<file path="src/rtl/ocram_arbiter.sv">
// Two-port round-robin arbiter in front of a single-port on-chip RAM.
// One grant per cycle; reads return two cycles after their grant.
module ocram_arbiter #(
    parameter int ADDR_W = 13,
    parameter int DATA_W = 16
) (
    input  logic                  clk,
    input  logic                  reset,
    input  logic [ADDR_W-1:0]     m0_address,
    input  logic                  m0_read,
    input  logic                  m0_write,
    input  logic [DATA_W-1:0]     m0_writedata,
    input  logic [DATA_W/8-1:0]   m0_byteenable,
    output logic                  m0_waitrequest,
    output logic [DATA_W-1:0]     m0_readdata,
    output logic                  m0_readdatavalid,
    input  logic [ADDR_W-1:0]     m1_address,
    input  logic                  m1_read,
    input  logic                  m1_write,
    input  logic [DATA_W-1:0]     m1_writedata,
    input  logic [DATA_W/8-1:0]   m1_byteenable,
    output logic                  m1_waitrequest,
    output logic [DATA_W-1:0]     m1_readdata,
    output logic                  m1_readdatavalid,
    output logic [ADDR_W-1:0]     ram_address,
    output logic [DATA_W/8-1:0]   ram_byteenable,
    output logic [DATA_W-1:0]     ram_writedata,
    output logic                  ram_chipselect,
    output logic                  ram_write,
    output logic                  ram_clken,
    input  logic [DATA_W-1:0]     ram_readdata
);
    localparam int BE_W = DATA_W / 8;

    logic              req0;
    logic              req1;
    logic              gnt0;
    logic              gnt1;
    logic              grant;
    logic              win;
    logic              win_write;
    logic              win_read;

    logic              last_grant_q, last_grant_d;
    logic [ADDR_W-1:0] addr_q, addr_d;
    logic [BE_W-1:0]   be_q, be_d;
    logic [DATA_W-1:0] wdata_q, wdata_d;
    logic              s1_valid_q, s1_valid_d;
    logic              s1_owner_q, s1_owner_d;
    logic              rdv0_q, rdv0_d;
    logic              rdv1_q, rdv1_d;
    logic [DATA_W-1:0] rdata0_q, rdata0_d;
    logic [DATA_W-1:0] rdata1_q, rdata1_d;

    always_comb begin
        req0 = m0_read | m0_write;
        req1 = m1_read | m1_write;
        gnt0 = 1'b0;
        gnt1 = 1'b0;
        if (!reset) begin
            if (req0 && (!req1 || last_grant_q)) begin
                gnt0 = 1'b1;
            end else if (req1) begin
                gnt1 = 1'b1;
            end
        end
        grant     = gnt0 | gnt1;
        win       = gnt1;
        win_write = win ? m1_write : m0_write;
        // A simultaneous read+write is a plain write with no read return.
        win_read  = (win ? m1_read : m0_read) & ~win_write;

        last_grant_d = last_grant_q;
        addr_d       = addr_q;
        be_d         = be_q;
        wdata_d      = wdata_q;
        if (grant) begin
            last_grant_d = win;
            addr_d       = win ? m1_address    : m0_address;
            be_d         = win ? m1_byteenable : m0_byteenable;
            wdata_d      = win ? m1_writedata  : m0_writedata;
        end

        s1_valid_d = grant & win_read;
        s1_owner_d = win;
        rdv0_d     = s1_valid_q & ~s1_owner_q;
        rdv1_d     = s1_valid_q & s1_owner_q;
        rdata0_d   = rdv0_d ? ram_readdata : rdata0_q;
        rdata1_d   = rdv1_d ? ram_readdata : rdata1_q;
    end

    always_ff @(posedge clk) begin
        if (reset) begin
            last_grant_q <= 1'b1;
            s1_valid_q   <= 1'b0;
            s1_owner_q   <= 1'b0;
            rdv0_q       <= 1'b0;
            rdv1_q       <= 1'b0;
            rdata0_q     <= '0;
            rdata1_q     <= '0;
        end else begin
            last_grant_q <= last_grant_d;
            s1_valid_q   <= s1_valid_d;
            s1_owner_q   <= s1_owner_d;
            rdv0_q       <= rdv0_d;
            rdv1_q       <= rdv1_d;
            rdata0_q     <= rdata0_d;
            rdata1_q     <= rdata1_d;
        end
    end

    // RAM-side address/data are don't-care when idle; they just hold.
    always_ff @(posedge clk) begin
        addr_q  <= addr_d;
        be_q    <= be_d;
        wdata_q <= wdata_d;
    end

    assign ram_address      = addr_d;
    assign ram_byteenable   = be_d;
    assign ram_writedata    = wdata_d;
    assign ram_chipselect   = grant;
    assign ram_write        = grant & win_write;
    assign ram_clken        = ~reset;

    assign m0_waitrequest   = ~gnt0;
    assign m1_waitrequest   = ~gnt1;
    assign m0_readdatavalid = rdv0_q & ~reset;
    assign m1_readdatavalid = rdv1_q & ~reset;
    assign m0_readdata      = reset ? '0 : rdata0_q;
    assign m1_readdata      = reset ? '0 : rdata1_q;

endmodule

</file>
<file path="config.mk">
export PLATFORM = sky130hd
export DESIGN_NAME = ocram_arbiter
export DESIGN_NICKNAME = d
export VERILOG_FILES = /design/src/rtl/ocram_arbiter.sv
export SDC_FILE = /design/constraint.sdc
export NUM_CORES = 1
export LEC_CHECK = 0
export ABC_AREA = 1
export CAP_MARGIN = 20
export CELL_PAD_IN_SITES_DETAIL_PLACEMENT = 0
export CELL_PAD_IN_SITES_GLOBAL_PLACEMENT = 1
export CORE_MARGIN = 2
export CORE_UTILIZATION = 30
export CTS_BUF_LIST = sky130_fd_sc_hd__clkbuf_8
export DETAILED_ROUTE_END_ITERATION = 16
export PLACE_DENSITY = 0.89
export SETUP_SLACK_MARGIN = 0.2
export SLEW_MARGIN = 20
export SYNTH_ARGS = -nofsm -noshare
export SYNTH_HDL_FRONTEND = slang
export SYNTH_SLANG_ARGS = --single-unit
export TNS_END_PERCENT = 5
</file>
<file path="constraint.sdc">
create_clock -name clk -period 2.2 [get_ports clk]
set_input_delay 0.33 -clock clk [delete_from_list [all_inputs] [get_ports clk]]
set_output_delay 0.33 -clock clk [all_outputs]
set_load 0.01 [all_outputs]
</file>
==> results of run 1 <==
repair_timing:
action,in CTS,in global routing
buffers inserted,6,0
cloned,5,2
pin swaps,6,3
gates resized for setup,110,33
setup endpoints to repair,69,48
per-layer routing:
metal	GRT usage	vias up	routed length, um
met3	0.06847	12	910
met4	0.07490	0	138
met1	0.2136	1519	4279
li1	-	1680	-
met5	0	-	0
met2	0.3237	143	4945
synthesized netlist by cell type (all sizes together):
library cell / instances / share of area
and2: 1 / 0.0021
buf: 23 / 0.047
clkbuf: 4 / 0.0051
dfxtp: 68 / 0.46
inv: 39 / 0.050
nand2: 130 / 0.17
nand3: 64 / 0.11
nor2: 39 / 0.052
o211ai: 1 / 0.0026
o21ai: 2 / 0.0047
o22a: 32 / 0.095
or2: 1 / 0.0021
cells in the final DEF (no fill, tap or decap), types with 2 or more instances in the layout:
master	instances
clkdlybuf4s50_1	113
nor2_1	35
buf_4	37
inv_1	39
o21ai_2	2
clkbuf_2	15
clkbuf_8	9
nor2_2	3
o22a_1	32
buf_12	8
buf_2	12
nand2_1	127
bufinv_16	2
dlygate4sd2_1	4
buf_6	3
dfxtp_1	67
buf_16	4
clkinvlp_4	2
clkdlybuf4s15_1	6
clkbuf_16	2
clkdlybuf4s15_2	3
nand3_1	63
nand2_8	2
report_power, final:
part | leakage [nW] | switching, W | total (W) | internal, W
registers | 0.563 | 0.0000438 | 0.00144 | 0.00140
logic | 1.81 | 0.000506 | 0.00106 | 0.000552
clock network | 0.107 | 0.000501 | 0.00114 | 0.000634
total | 2.48 | 0.00105 | 0.00364 | 0.00259
tightest hold or removal path, cell delays in order:
cell and delay (ps):
clkbuf_2 130, o21ai_2 90, buf_4 140, o211ai_1 60
path summary, 6_finish.rpt:
path	from	end	slack [ps]	cells past startpoint
hold / removal	m1_write	last_grant_q	440	4
setup reg to reg	s1_owner_q	rdata0_q[0]	740	5
hold reg to reg	wdata_q[6]	wdata_q[6]	470	2
setup / recovery	reset	m0_readdata[7]	200	4
final cells by class:
class | count | share of cell area
tap | 133 | 0.03146
multi-input combinational | 270 | 0.2529
clock inverter | 7 | 0.01751
clock buffer | 9 | 0.02342
timing repair buffer | 208 | 0.3894
inverter | 39 | 0.02768
sequential | 68 | 0.2576
cell families after synthesis:
kind of cell / after synthesis / share of synthesized area
AOI/OAI and AO/OA: 35 / 0.1024
buffers and inverters: 66 / 0.1016
DFF: 68 / 0.4624
and+or+nand+nor: 235 / 0.3336
registers in the layout, indices dropped and copies added (netlist names):
| register | cells |
|---|---|
| rdv0_q | 1 |
| rdata1_q | 16 |
| last_grant_q | 1 |
| be_q | 2 |
| rdata0_q | 16 |
| s1_owner_q | 1 |
| addr_q | 13 |
| wdata_q | 16 |
| s1_valid_q | 1 |
| rdv1_q | 1 |
stage by stage:
stage                     total power (W)  hold slack, ps
final                            0.003636           441.8
after global routing             0.003824           448.3
after CTS                        0.003714           477.3
after detailed placement         0.002504           464.8
after global placement           0.002489           462.5
after floorplan                  0.001909           471.1
==> metrics, run 1 <==
# DRC 0; Tcrit/Tclk final 0.9113; IO Pins 154; final WL 10270 um; Longest Clk Path Bufs 2; Max-Cap Viols 0; Post-Syn Nets 488; WP data required 1870 ps; drt pass-1 iters 4; CP bufs+invs 3; Core ar. 0.009639 mm^2; fin cells 734; VDD IR max 0.0003912 V; pwr dens 687.5 mW/mm^2; Slew Viols, Final 0; Worst Tran Pin Value 738.8 ps; Mapped Cells 404; largest net degree at the start of global routing 37; GR Overflow Total 0; Detail Placement HPWL 6710 um; register area share after synthesis 0.4624; clock sinks 68; CTS tree yes; synth warn 0; die height 103.1 um; register area 0.001363 mm^2; IO buf count 153; ANT cells 0; Post-DRT Antenna Nets 0; #FFs+latches synth 68; Netlist cell types 19; clock buffer count from CTS 9; crit-path max cell delay 570 ps; Crit Path Category in2out; CTS clk-pin slew, worst paths 80 ps; critical path's slowest cell clkdlybuf4s50_1; Max FO, Critical Path 36; share of the core filled with cells 0.5487; Max Clock Freq 498.8 MHz; static leakage 2.481 nW; root buffer cell clkbuf_8; CP arrival 1670 ps; Final GP Congestion 0.7409; effective utilization at floorplan 0.3054; DR vias/cell 4.569; fin crit period 2005 ps; crit-path leading delay family buffers and inverters; ratio of cells with drive above 1 in the final layout 0.1880; setup total negative slack 0 ps; GR Util All Layers 0.1889; area delta synth->final 79.64%; unrepaired setup endpoints after global routing yes; Nets 680; global-route wire length before repair 15420 um; Final Hold Viols 0; area of the multi-input gates 0.001338 mm^2; hold-fix buffers at CTS 0; outcome complete, no violations; WL/cell 14.00 um; Syn Area/Cell 7.287 um^2; final setup margin 195.2 ps; Clock Latency Late Sink 340 ps; Placed Cells 705; H-tree levels 3; vias 3354; chip width 103.1 um; Finished Cell Area 0.005289 mm^2; Placement Setup Slack -396.8 ps; initial detailed-routing violation count 94; HP Class in2reg; nature of the critical path endpoint output port; mapped cell area 0.002944 mm^2; critical path cell sequence dlygate4sd2_1 -> buf_6 -> nor2_1 -> clkdlybuf4s50_1; Worst Skew 6.018 ps; worst relative slew slack 0.5070; Die Area 0.01062 mm^2; Placed Area 0.004857 mm^2; initial antenna violation count 0; # setup viols final 0; final-layout fill cell count 913; number of global-route vias before repair 3319; Cell Rows 36; Worst setup SP type input pin
Note: power is estimated with default switching activity, not from simulation.
==> inputs of run 2 (changes only) <==
- CTS_CLUSTER_SIZE: unset -> 24
==> results of run 2 <==
Final layout, timing and power as in run 1 (identical DEF).
==> inputs of run 3 (changes only) <==
- RECOVER_POWER: unset -> 50
==> run 3 against run 2 <==
Critical path type is now reg2out. First-iteration DRC count up 3.2%. Sequential power about the same. Fmax down 1.5%. Largest power group unchanged. Via count down 0.18%.
==> metrics, run 3 (synthesized netlist as in run 1, its figures left out) <==
outcome complete, no violations; Final GP Congestion 0.7409; Worst setup SP type flop; VDD IR max 0.0003905 V; Cell Rows 36; # DRC 0; IO buf count 153; GR Overflow Total 0; chip width 103.1 um; CP bufs+invs 4; IO Pins 154; Final Hold Viols 0; final setup margin 164.3 ps; vias 3348; CP arrival 1710 ps; Die Area 0.01062 mm^2; setup total negative slack 0 ps; Largest regs rdata0_q x16, rdata1_q x16, wdata_q x16; Clock Latency Late Sink 340 ps; Placed Area 0.004857 mm^2; CTS tree yes; drt pass-1 iters 4; die height 103.1 um; crit-path max cell delay 350 ps; commonest non-fill, non-tap cell in the layout nand2_1; clock buffer count from CTS 9; effective utilization at floorplan 0.3054; Core ar. 0.009639 mm^2; worst relative slew slack 0.1809; most frequent cells in the layout nand2_1, clkdlybuf4s50_1, dfxtp_1, nand3_1, inv_1; Crit Path Category reg2out; fin crit period 2036 ps; CP startpoint last_grant_q; Nets 680; Worst Skew 6.134 ps; largest net degree at the start of global routing 37; area delta synth->final 79.26%; Worst Min Path Start m1_write; DR vias/cell 4.561; final-layout fill cell count 916; launching point of the worst reg2reg path s1_owner_q; Slew Viols, Final 0; ANT cells 0; global-route wire length before repair 15420 um; crit-path leading delay family buffers and inverters; ratio of cells with drive above 1 in the final layout 0.1830; WP data required 1870 ps; Max FO, Critical Path 16; root buffer cell clkbuf_8; Longest Clk Path Bufs 2; initial detailed-routing violation count 97; critical path's slowest cell dfxtp_1; initial antenna violation count 0; Max Clock Freq 491.2 MHz; Detail Placement HPWL 6710 um; H-tree levels 3; Worst Tran Pin Value 1224 ps; pwr dens 687.9 mW/mm^2; critical path cell sequence inv_1 -> o21ai_2 -> nand3_4 -> buf_12 -> buf_16 -> nand3_1 -> nand2_1 -> clkdlybuf4s15_1; unrepaired setup endpoints after global routing yes; Post-DRT Antenna Nets 0; Max-Cap Viols 0; HP Class in2reg; # setup viols final 0; WL/cell 14.03 um; final WL 10300 um; Tcrit/Tclk final 0.9253; CTS clk-pin slew, worst paths 80 ps; Placement Setup Slack -396.8 ps; GR Util All Layers 0.1889; static leakage 2.481 nW; clock sinks 68; number of global-route vias before repair 3319; Finished Cell Area 0.005278 mm^2; nature of the critical path endpoint output port
run 3: changes by cell type in the layout (fill, tap and decap cells not counted):
cell and change:
buf_4 -2, clkbuf_2 +2, clkdlybuf4s50_1 -1, dfxtp_1 +1, dfxtp_2 -1, dlygate4sd3_1 +1, nor2_1 +2, nor2_2 -2
run 3: through the flow:
| step | total power (W) | utilization | hold slack, ps | cells |
|---|---|---|---|---|
| finish | 0.003630 | 0.5475 | 441.4 | 734 |
| global route | 0.003821 | 0.5475 | 448.5 | 734 |
| CTS | 0.003714 | 0.5558 | 477.3 | 732 |
| detailed placement | 0.002504 | 0.5039 | 464.8 | 705 |
| global placement | 0.002489 | 0.5039 | 462.5 | 705 |
| floorplan | 0.001909 | - | 471.1 | 404 |
run 3: repair_timing:
action / in CTS / in global routing
hold buffers: 0 / 0
setup buffers: 6 / 0
resized for setup: 110 / 33
gates cloned: 5 / 2
endpoints found under the setup margin: 69 / 48
pin swaps: 6 / 3
run 3: layout make-up:
class / count / area [um^2] / share of cell area
Sequential cell: 68 / 1361 / 0.2579
Clock inverter: 7 / 92.59 / 0.01754
Clock buffer: 9 / 123.9 / 0.02347
Tap cell: 133 / 166.4 / 0.03153
Multi-Input combinational cell: 270 / 1333 / 0.2525
Timing Repair Buffer: 208 / 2054 / 0.3893
Inverter: 39 / 146.4 / 0.02774
run 3: where the power goes:
group          switching [W]  internal (W)
clock               0.000498      0.000634
combinational       0.000505      0.000550
sequential         0.0000438       0.00140
run 3: path summary, 6_finish.rpt:
| path | endpoint | slack (ps) | depth (start not counted) |
|---|---|---|---|
| setup / recovery | ram_writedata[4] | 160 | 8 |
| setup reg to reg | rdata0_q[0] | 250 | 5 |
| hold / removal | last_grant_q | 440 | 4 |
| hold reg to reg | wdata_q[6] | 470 | 2 |
run 3: layer usage:
layer	global-route usage	share of wire	vias up
met1	0.2136	0.42	1506
met2	0.3237	0.48	151
met3	0.06847	0.092	12
met5	0	0	-
li1	-	-	1679
met4	0.07490	0.013	0
run 3: worst register-to-register path, cell delays in order (launching register included):
cell      delay, ps
dfxtp_1         310
inv_1            50
nand2_1          40
clkbuf_2        280
nor2_1          990
o22a_1          230
